--- config.mk ---
export PLATFORM = sky130hd
export DESIGN_NAME = timer_cmd_tx
export DESIGN_NICKNAME = d
export VERILOG_FILES = /design/src/rtl/timer_cmd_tx.sv
export SDC_FILE = /design/constraint.sdc
export NUM_CORES = 1
export LEC_CHECK = 0
export ABC_CLOCK_PERIOD_IN_PS = 2110
export CAP_MARGIN = 25
export CELL_PAD_IN_SITES_DETAIL_PLACEMENT = 1
export CELL_PAD_IN_SITES_GLOBAL_PLACEMENT = 2
export CORE_ASPECT_RATIO = 0.75
export CORE_MARGIN = 3
export CORE_UTILIZATION = 30
export CTS_CLUSTER_DIAMETER = 100
export DETAILED_ROUTE_END_ITERATION = 10
export PLACE_DENSITY_LB_ADDON = 0.3
export SYNTH_ARGS = -nofsm -noshare
export SYNTH_HDL_FRONTEND = slang
export SYNTH_SLANG_ARGS = --single-unit
--- constraint.sdc ---
create_clock -name clk -period 2.11 [get_ports clk]
set_input_delay 0.211 -clock clk [delete_from_list [all_inputs] [get_ports clk]]
set_output_delay 0.211 -clock clk [all_outputs]
set_load 0.05 [all_outputs]
--- src/rtl/timer_cmd_tx.sv ---
// timer_cmd_tx: serialises start pattern + 4-bit delay to top_fsm, waits for done, returns ack.
// Optional WAIT watchdog with sticky err when TIMER_TX_TIMEOUT_EN is defined.
module timer_cmd_tx #(
    parameter logic [3:0] PATTERN        = 4'b1101,
    parameter int         TIMEOUT_CYCLES = 20000,
    parameter int         TO_W           = 15
) (
    input  logic       clk,
    input  logic       reset,
    input  logic       start,
    input  logic [3:0] delay,
    input  logic       counting,
    input  logic       done,
    output logic       data,
    output logic       ack,
    output logic       busy,
    output logic       busy_cnt,
    output logic       cmd_done,
    output logic       err
);
    typedef enum logic [2:0] {IDLE, PAT, DLY, WAIT, ACK} state_t;

    state_t     r_state;
    logic [1:0] r_bit;
    logic [3:0] r_dreg;
    logic [1:0] w_idx;

    // r_bit counts bits already on the wire, so the next one is index 2-r_bit
    assign w_idx = 2'd2 - r_bit;

    if (longint'(TIMEOUT_CYCLES) >= (longint'(1) << TO_W)) begin : g_bad_cfg
        $error("timer_cmd_tx: TO_W too narrow for TIMEOUT_CYCLES");
    end

`ifdef TIMER_TX_TIMEOUT_EN
    logic [TO_W-1:0] r_to;
`else
    assign err = 1'b0;
`endif

    always_ff @(posedge clk or negedge reset) begin
        if (!reset) begin
            r_state  <= IDLE;
            r_bit    <= 2'd0;
            r_dreg   <= 4'd0;
            data     <= 1'b0;
            ack      <= 1'b0;
            busy     <= 1'b0;
            busy_cnt <= 1'b0;
            cmd_done <= 1'b0;
`ifdef TIMER_TX_TIMEOUT_EN
            r_to     <= '0;
            err      <= 1'b0;
`endif
        end else begin
            data     <= 1'b0;
            ack      <= 1'b0;
            cmd_done <= 1'b0;
            busy_cnt <= counting & busy;
            case (r_state)
                IDLE: if (start) begin
                    r_state <= PAT;
                    r_dreg  <= delay;
                    r_bit   <= 2'd0;
                    busy    <= 1'b1;
                    data    <= PATTERN[3];
                end
                PAT: begin
                    r_bit <= r_bit + 2'd1;
                    if (r_bit == 2'd3) begin
                        r_state <= DLY;
                        data    <= r_dreg[3];
                    end else
                        data <= PATTERN[w_idx];
                end
                DLY: begin
                    r_bit <= r_bit + 2'd1;
                    if (r_bit == 2'd3) begin
                        r_state <= WAIT;
`ifdef TIMER_TX_TIMEOUT_EN
                        r_to    <= '0;
`endif
                    end else
                        data <= r_dreg[w_idx];
                end
                WAIT: begin
                    if (done) begin
                        r_state <= ACK;
                        ack     <= 1'b1;
                    end
`ifdef TIMER_TX_TIMEOUT_EN
                    else if (r_to == TO_W'(TIMEOUT_CYCLES - 1)) begin
                        r_state <= IDLE;
                        busy    <= 1'b0;
                        err     <= 1'b1;
                    end else
                        r_to <= r_to + 1'b1;
`endif
                end
                ACK: begin
                    r_state  <= IDLE;
                    busy     <= 1'b0;
                    cmd_done <= 1'b1;
                end
                default: begin
                    r_state <= IDLE;
                    busy    <= 1'b0;
                end
            endcase
        end
    end
endmodule

=== Yosys cells after proc, flatten, opt, wreduce, memory -nomap -nowiden ===
Index checks and enable logic that the tools add are counted.

* Bitwise operators: 2
* $add $sub $neg: 2
* Reductions and logical operators: 8
* Equality and inequality tests: 9
* Muxes and demuxes: 20
* $lt $le $gt $ge: 1

{| class="wikitable"
|+ Operator list
! cell !! count
|-
| $mux W3 || 4
|-
| $pmux W3 S4 || 1
|-
| $mux W1 || 9
|-
| $ne A2 B2 Y1 const B || 4
|-
| $eq A3 B2 Y1 const B || 2
|-
| $reduce_and A2 Y1 || 3
|-
| $bmux W1 S2 || 2
|-
| $pmux W2 S2 || 1
|-
| $reduce_and A4 Y1 || 1
|-
| $eq A3 B1 Y1 const B || 1
|-
| $eq A3 B3 Y1 const B || 1
|-
| $logic_not A3 Y1 || 1
|-
| $lt A2 B3 Y1 const B || 1
|-
| $pmux W1 S3 || 1
|-
| $reduce_or A3 Y1 || 1
|-
| $add A2 B1 Y2 const B || 1
|-
| $eq A2 B2 Y1 const B || 1
|-
| $mux W2 || 1
|-
| $pmux W1 S2 || 1
|-
| $reduce_bool A2 Y1 || 1
|-
| $reduce_or A2 Y1 || 1
|-
| $sub A2 B2 Y2 const A || 1
|-
| $and A1 B1 Y1 || 1
|-
| $not A1 Y1 || 1
|}

* Word-level logic and storage cells: 50
* Output and inout bits: 6
* Input bits: 9
* Bits in registers: 14

=== Longest topological paths before layout ===
Gate-level depths: netlist of the first run.

* Word-level depth: 5
* Depth in mapped cells: 5
* Depth with buffers taken out: 5

=== Worst setup path before layout of the first run ===
Ideal clock, no wire load.

* Kind: register to register
* Start: register r_bit[0]
* End: register data
* Data required time: 1.986 ns
* Path slack: 0.555 ns
* Arrival: 1.432 ns
* Path buffers: 0
* Cell stages (with the launch flop): 5
* Period minus slack after synthesis: 1.555 ns
* Library setup time: 0.124 ns
* Path through: dfrtp_1 -> ha_1 -> mux4_2 -> and4_1 -> a211o_1

* Cells in the longest elaborated chain, start to end: 5
* Elaborated cells on any way between the ends: 9
* Those cells by class: add/sub (1); eq/ne (1); mux (7)

{| class="wikitable"
|+ Ends and longest elaborated chain
! what !! RTL line !! RTL
|-
| start, declared || 24 || <nowiki>logic [1:0] r_bit;</nowiki>
|-
| start signal, assigned || 69 || <nowiki>r_bit <= r_bit + 2'd1;</nowiki>
|-
| start signal, assigned || 77 || <nowiki>r_bit <= r_bit + 2'd1;</nowiki>
|-
| $sub A2 B2 Y2 || 29 || <nowiki>assign w_idx = 2'd2 - r_bit;</nowiki>
|-
| $bmux W1 S2 (on tied branches) || 84, 74 ||
|-
| $mux W1 (on tied branches) || 84, 74 ||
|-
| $mux W1 (on tied branches) || 78, 70 ||
|-
| $pmux W1 S3 * || 60 || <nowiki>case (r_state)</nowiki>
|-
| end signal, assigned || 66 || <nowiki>data <= PATTERN[3];</nowiki>
|-
| end signal, assigned || 72 || <nowiki>data <= r_dreg[3];</nowiki>
|-
| end signal, assigned || 84 || <nowiki>data <= r_dreg[w_idx];</nowiki>
|-
| end, declared || 14 || <nowiki>output logic data,</nowiki>
|}

Mark *: on every way between the ends. The rest lies on a longest branch, timed or not. The select of a mux whose other input is x is not followed.
A chain may end at the register's enable or synchronous reset.

=== Final worst setup path of the first run ===
* Start: register busy
* End: output busy

{| class="wikitable"
|+ RTL lines
! what !! RTL line !! RTL
|-
| start, declared || 16 || <nowiki>output logic busy,</nowiki>
|-
| start signal, assigned || 48 || <nowiki>busy <= 1'b0;</nowiki>
|-
| start signal, assigned || 65 || <nowiki>busy <= 1'b1;</nowiki>
|-
| start signal, assigned || 102 || <nowiki>busy <= 1'b0;</nowiki>
|}

No word-level cell between the ends.

==> results of run 1 <==
registers in the layout, indices dropped and copies added, names as in the netlist:
register  flops
data          1
busy_cnt      1
ack           1
r_dreg        4
r_state       3
busy          1
r_bit         2
cmd_done      1
cell usage in the layout, fill, tap and decap left out, types with 2 or more instances in the layout:
cell type        synthesis  final
ha_1                     2      2
nand2_1                  4      4
nor2_1                   2      2
clkbuf_4                 0      3
dfrtp_1                 14     14
mux2_2                   4      4
a21o_1                   2      2
inv_1                    3      3
a21oi_1                  2      2
nor3_1                   6      6
clkdlybuf4s50_1          0     13
worst max-delay path by stage:
stage / from / endpoint / slack [ns] / cells after the start
finish: busy / busy / 0.45 / 1
global route: r_bit[0] / data / 0.36 / 4
CTS: busy / busy / 0.42 / 1
detailed placement: start / r_dreg[1] / 0.41 / 3
global placement: start / r_dreg[1] / 0.45 / 3
floorplan: r_bit[0] / data / 0.55 / 4
cells by family (layout without fill, tap and decap cells):
kind of cell | Yosys count | in the layout | share of synthesized area [%]
other | 1 | 1 | 0.5634
XOR/XNOR | 1 | 1 | 1.316
flip-flops | 14 | 14 | 52.63
buffers and inverters | 7 | 20 | 4.887
adder cells (fa/ha/maj) | 2 | 2 | 3.759
AO/OA/AOI/OAI | 10 | 10 | 11.28
AND/OR/NAND/NOR | 17 | 17 | 15.41
multiplexers | 5 | 5 | 10.15
layer usage:
| metal | vias to the layer above | global-route usage, % | part of all wire, % |
|---|---|---|---|
| met1 | 233 | 14.89 | 49 |
| met4 | 0 | 3.982 | 1.0 |
| met5 | - | 0 | 0 |
| met3 | 2 | 5.769 | 7.7 |
| met2 | 12 | 16.16 | 42 |
| li1 | 225 | - | - |
worst register-to-register path, cell delays in order, from the launching register on:
cell     delay [ns]
dfrtp_1        0.44
ha_1           0.35
mux4_2         0.29
and4_1         0.20
a211o_1        0.27
layout make-up:
| class | count | area [um^2] | share of cell area [%] |
|---|---|---|---|
| clock buffers | 4 | 36.28 | 4.315 |
| well taps | 24 | 30.03 | 3.571 |
| inverters | 3 | 11.26 | 1.339 |
| repair buffers | 13 | 130.1 | 15.48 |
| multi-input cells | 36 | 282.8 | 33.63 |
| flip-flops and latches | 14 | 350.3 | 41.67 |
through the flow:
| stage | power (mW) | util, % | hold WS, ns | cells |
|---|---|---|---|---|
| 6_report | 1.266 | 41.03 | 0.3153 | 94 |
| 5_1_grt | 1.379 | 41.03 | 0.3728 | 94 |
| 4_1_cts | 1.286 | 41.03 | 0.3358 | 94 |
| 3_5_place_dp | 1.087 | 39.26 | 0.4987 | 90 |
| 3_3_place_gp | 1.076 | 39.26 | 0.4919 | 90 |
| 2_1_floorplan | 0.9335 | - | -0.08459 | 57 |
where the power goes:
part	internal, mW	total, mW	switching [mW]
sequential	0.379	0.504	0.125
combinational	0.287	0.569	0.282
clock	0.105	0.194	0.0885
==> impl_metrics.ini, run 1 <==
[detailed_routing]
drt_iter0_drc = 3
firstDrtPassIters = 4
ant_nets = 0
vias = 472
drc = 0
wl_per_cell_um = 13.21
drt-vias-per-instance = 5.021
drt_wl_total_um = 1242

[clocking]
htree_levels = 1
clockBufferDepth = 2
cts_root_buf = clkbuf_4
cts_hold_buf = 0
cts_setup_buffers = 0
cts_buffers = 3
worstSkewPairLatency_ns = 0.28
clkTransAtPathRegs_ns = 0.08
clock_sinks = 14
cts_tree = built
cts-resized-gates = 0

[synth]
synth.distinct_cells = 26
ys.flop_type = dfrtp_1
synth_edf_count = 0
synth_area_leaders = dfrtp_1 53%, mux2_2 6.8%, nor3_1 4.5%
synth_common_cells = 14 x dfrtp_1, 6 x nor3_1, 4 x mux2_2, 4 x nand2_1, 3 x inv_1
synth_cells = 57
avgSynthCellArea_um2 = 11.68
yosysTopAreaCell = dfrtp_1
syn-cell-area_um2 = 665.6
yosysMostFrequentCell = dfrtp_1
syn_nets = 68
ys_ff_latch = 14
yosysTopAreaCellShare_pct = 52.63
ys_seq_area_share_pct = 52.63
yosys_warnings = 0
async_flop_share_pct = 100.0

[cells_and_area]
layout.nets = 82
syn2layout_area_growth_pct = 26.32
final_area_um2 = 840.8
n_fill_cell = 227
n_antenna_cell = 0
drive_gt1_share_pct = 17.14

[critical_path]
max_stage_delay_ns = 0.81
slowest_stage = clkdlybuf4s50_1
crit_family = buffers and inverters
reg2reg_depth = 4
rrSetupSlack_ns = 0.45
r2r_start = r_bit[0]
cp-start-kind = flip-flop
cp-end-kind = output port
crit_buf_inv = 1
crit_chain = clkdlybuf4s50_1
r2r-end = data
crit_type = reg -> out
worstPathRequired_ns = 1.90
cp_max_fo = 3
crit_arrival_ns = 1.45

[timing]
skew_ns = 0.0006474
period_minus_slack_ns = 1.663
maxSlewHeadroom_pct = 57.70
maxSlewViolCount = 0
setup_tns_ns = 0
worstMarginPinSlew_ns = 0.6325
setup_viol = 0
worst_slack_ns = 0.4473
finalHoldViolations = 0
fin_crit_sh_pct = 78.80
rsz0062_at_grt = false
fmaxAchievable_mhz = 601.4

[power]
p_leak_nw = 0.3670
ir_drop_mv = 0.8262
p_per_area_mw_per_mm2 = 1506

[run]
cap_viol_max_count = 0

[die]
die_area_mm2 = 0.002826
die-width_um = 60.39
num_io_pins = 15
placementRows = 14
start_util_pct = 32.48
core_mm2 = 0.002049
dieHeight_um = 46.80

[global_routing]
grt_pass1_vias = 448
antenna_found_initial = 0
grt_pass1_wl_um = 2201
grt_util_all_layers_pct = 11.35
grt_max_degree = 15
overflow = 0

[min_path]
hp-class = in -> async

[status]
outcome = finished clean

[placed_design]
gp_congestion = 0.7084
place_area_um2 = 804.5
port_buffers = 13
pre_cts_ws_ns = 0.4146
place_hpwl_um = 959.2
Note: power is estimated with default switching activity, not from simulation.
==> inputs of run 2 (changes only) <==
ABC_CLOCK_PERIOD_IN_PS = 1350   (was 2110)
CORE_UTILIZATION = 27   (was 30)
clock period = 1.35 ns   (was 2.11 ns; I/O delays follow)
==> impl_metrics.ini, run 2 (synthesis results as in run 1) <==
[status]
outcome = complete, but fails checks
violations = negative setup slack

[clocking]
worstSkewPairLatency_ns = 0.28
clockBufferDepth = 2
clock_sinks = 14
cts_buffers = 3
cts_root_buf = clkbuf_4
clkTransAtPathRegs_ns = 0.09
cts_hold_buf = 0
cts_tree = built
htree_levels = 1

[cells_and_area]
layout_commonest_cell = dfrtp_1
largest_reg_flops = 4
final_cell_mix = 13 x dfrtp_1, 12 x buf_4, 8 x clkdlybuf4s50_1, 6 x nor3_1
largestRegisters = r_dreg x4, r_state x3, r_bit x2
n_antenna_cell = 0
fin_util_pct = 46.43
layout.nets = 93
regMostFlops = r_dreg
syn2layout_area_growth_pct = 51.50
drive_gt1_share_pct = 39.51

[critical_path]
worstPathRequired_ns = 1.52
cp-start-kind = flip-flop
cp_max_fo = 3
crit_type = reg -> reg
r2r_start = r_bit[0]
crit_start = r_bit[0]
crit_arrival_ns = 1.64
cp-end-kind = flip-flop

[global_routing]
grt_pass1_wl_um = 2663
grt_max_degree = 15
antenna_found_initial = 0
grt_pass1_vias = 536
grt_util_all_layers_pct = 11.43
overflow = 0

[die]
core_mm2 = 0.002172
placementRows = 14
num_io_pins = 15
die-width_um = 63.34
start_util_pct = 30.65
die_area_mm2 = 0.003103
dieHeight_um = 49

[detailed_routing]
dr_wl_met3_um = 91
wl_met2_um = 727
ant_nets = 0
firstDrtPassIters = 4
drt_wl_total_um = 1612
drt_iter0_drc = 6
top_layer = met4
vias = 531
drt-met1-wl_um = 783
drc = 0
wl_per_cell_um = 14.27
drt-vias-per-instance = 4.699

[timing]
rsz0062_at_grt = true
period_minus_slack_ns = 1.473
finalHoldViolations = 0
fmaxAchievable_mhz = 678.9
worst_slack_ns = -0.1230
skew_ns = 0.001836
fin_crit_sh_pct = 109.1
maxSlewViolCount = 0
setup_viol = 1

[power]
ir_drop_mv = 1.164
p_per_area_mw_per_mm2 = 2366
power.total_mw = 2.386
p_leak_nw = 0.4548

[run]
cap_viol_max_count = 0

[placed_design]
pre_cts_ws_ns = -0.1477
gp_congestion = 0.7203
place_hpwl_um = 1218
port_buffers = 13

[min_path]
hp-class = in -> async
run 2: worst max-delay path, cell delays in order (launching register included):
cell,delay [ns]
dfrtp_2,0.45
ha_4,0.28
mux4_2,0.27
and4_1,0.16
a211o_1,0.21
run 2: through the flow:
step                      hold WS (ns)  TNS, ns  instance area, um^2  cells
final                           0.1606  -0.1230                 1008    113
after global routing            0.1618  -0.1930                 1008    113
after detailed placement        0.4653  -0.4971                942.2    108
after global placement          0.4666  -0.4261                942.2    108
after CTS                       0.1614  -0.1326                993.5    112
after floorplan                -0.1606  -0.3397                688.2     57
run 2: routing by layer:
layer	global-route usage (%)	up-vias
li1	-	251
met1	15.92	265
met2	16.12	13
met3	5.300	2
met4	2.151	0
met5	0	-
run 2: repair_timing:
item,CTS,global route
buffers inserted,0,1
gates resized for setup,2,2
setup endpoints to repair,1,1
pin swaps,2,0
run 2: layout make-up:
type	count	area [um^2]
inverter	3	11.26
sequential	14	351.6
tap	32	40.04
fill	238	1164
multi-input combinational	36	319.1
timing repair buffer	24	250.2
clock buffer	4	36.28
run 2: final timing paths:
path	end	slack [ns]	cells past startpoint
setup / recovery	data	-0.12	4
hold / removal	r_dreg[3]	0.16	2
setup reg to reg	data	-0.12	4
hold reg to reg	r_dreg[1]	0.52	1
max in group asynchronous	r_bit[0]	1.00	2
min in group clk	busy_cnt	0.43	2
run 2: report_power, final:
part           internal [mW]  switching, mW  leakage (nW)
Clock                  0.164          0.138        0.0210
Combinational          0.720          0.615         0.263
Sequential             0.598          0.150         0.171
Total                   1.48          0.903         0.455
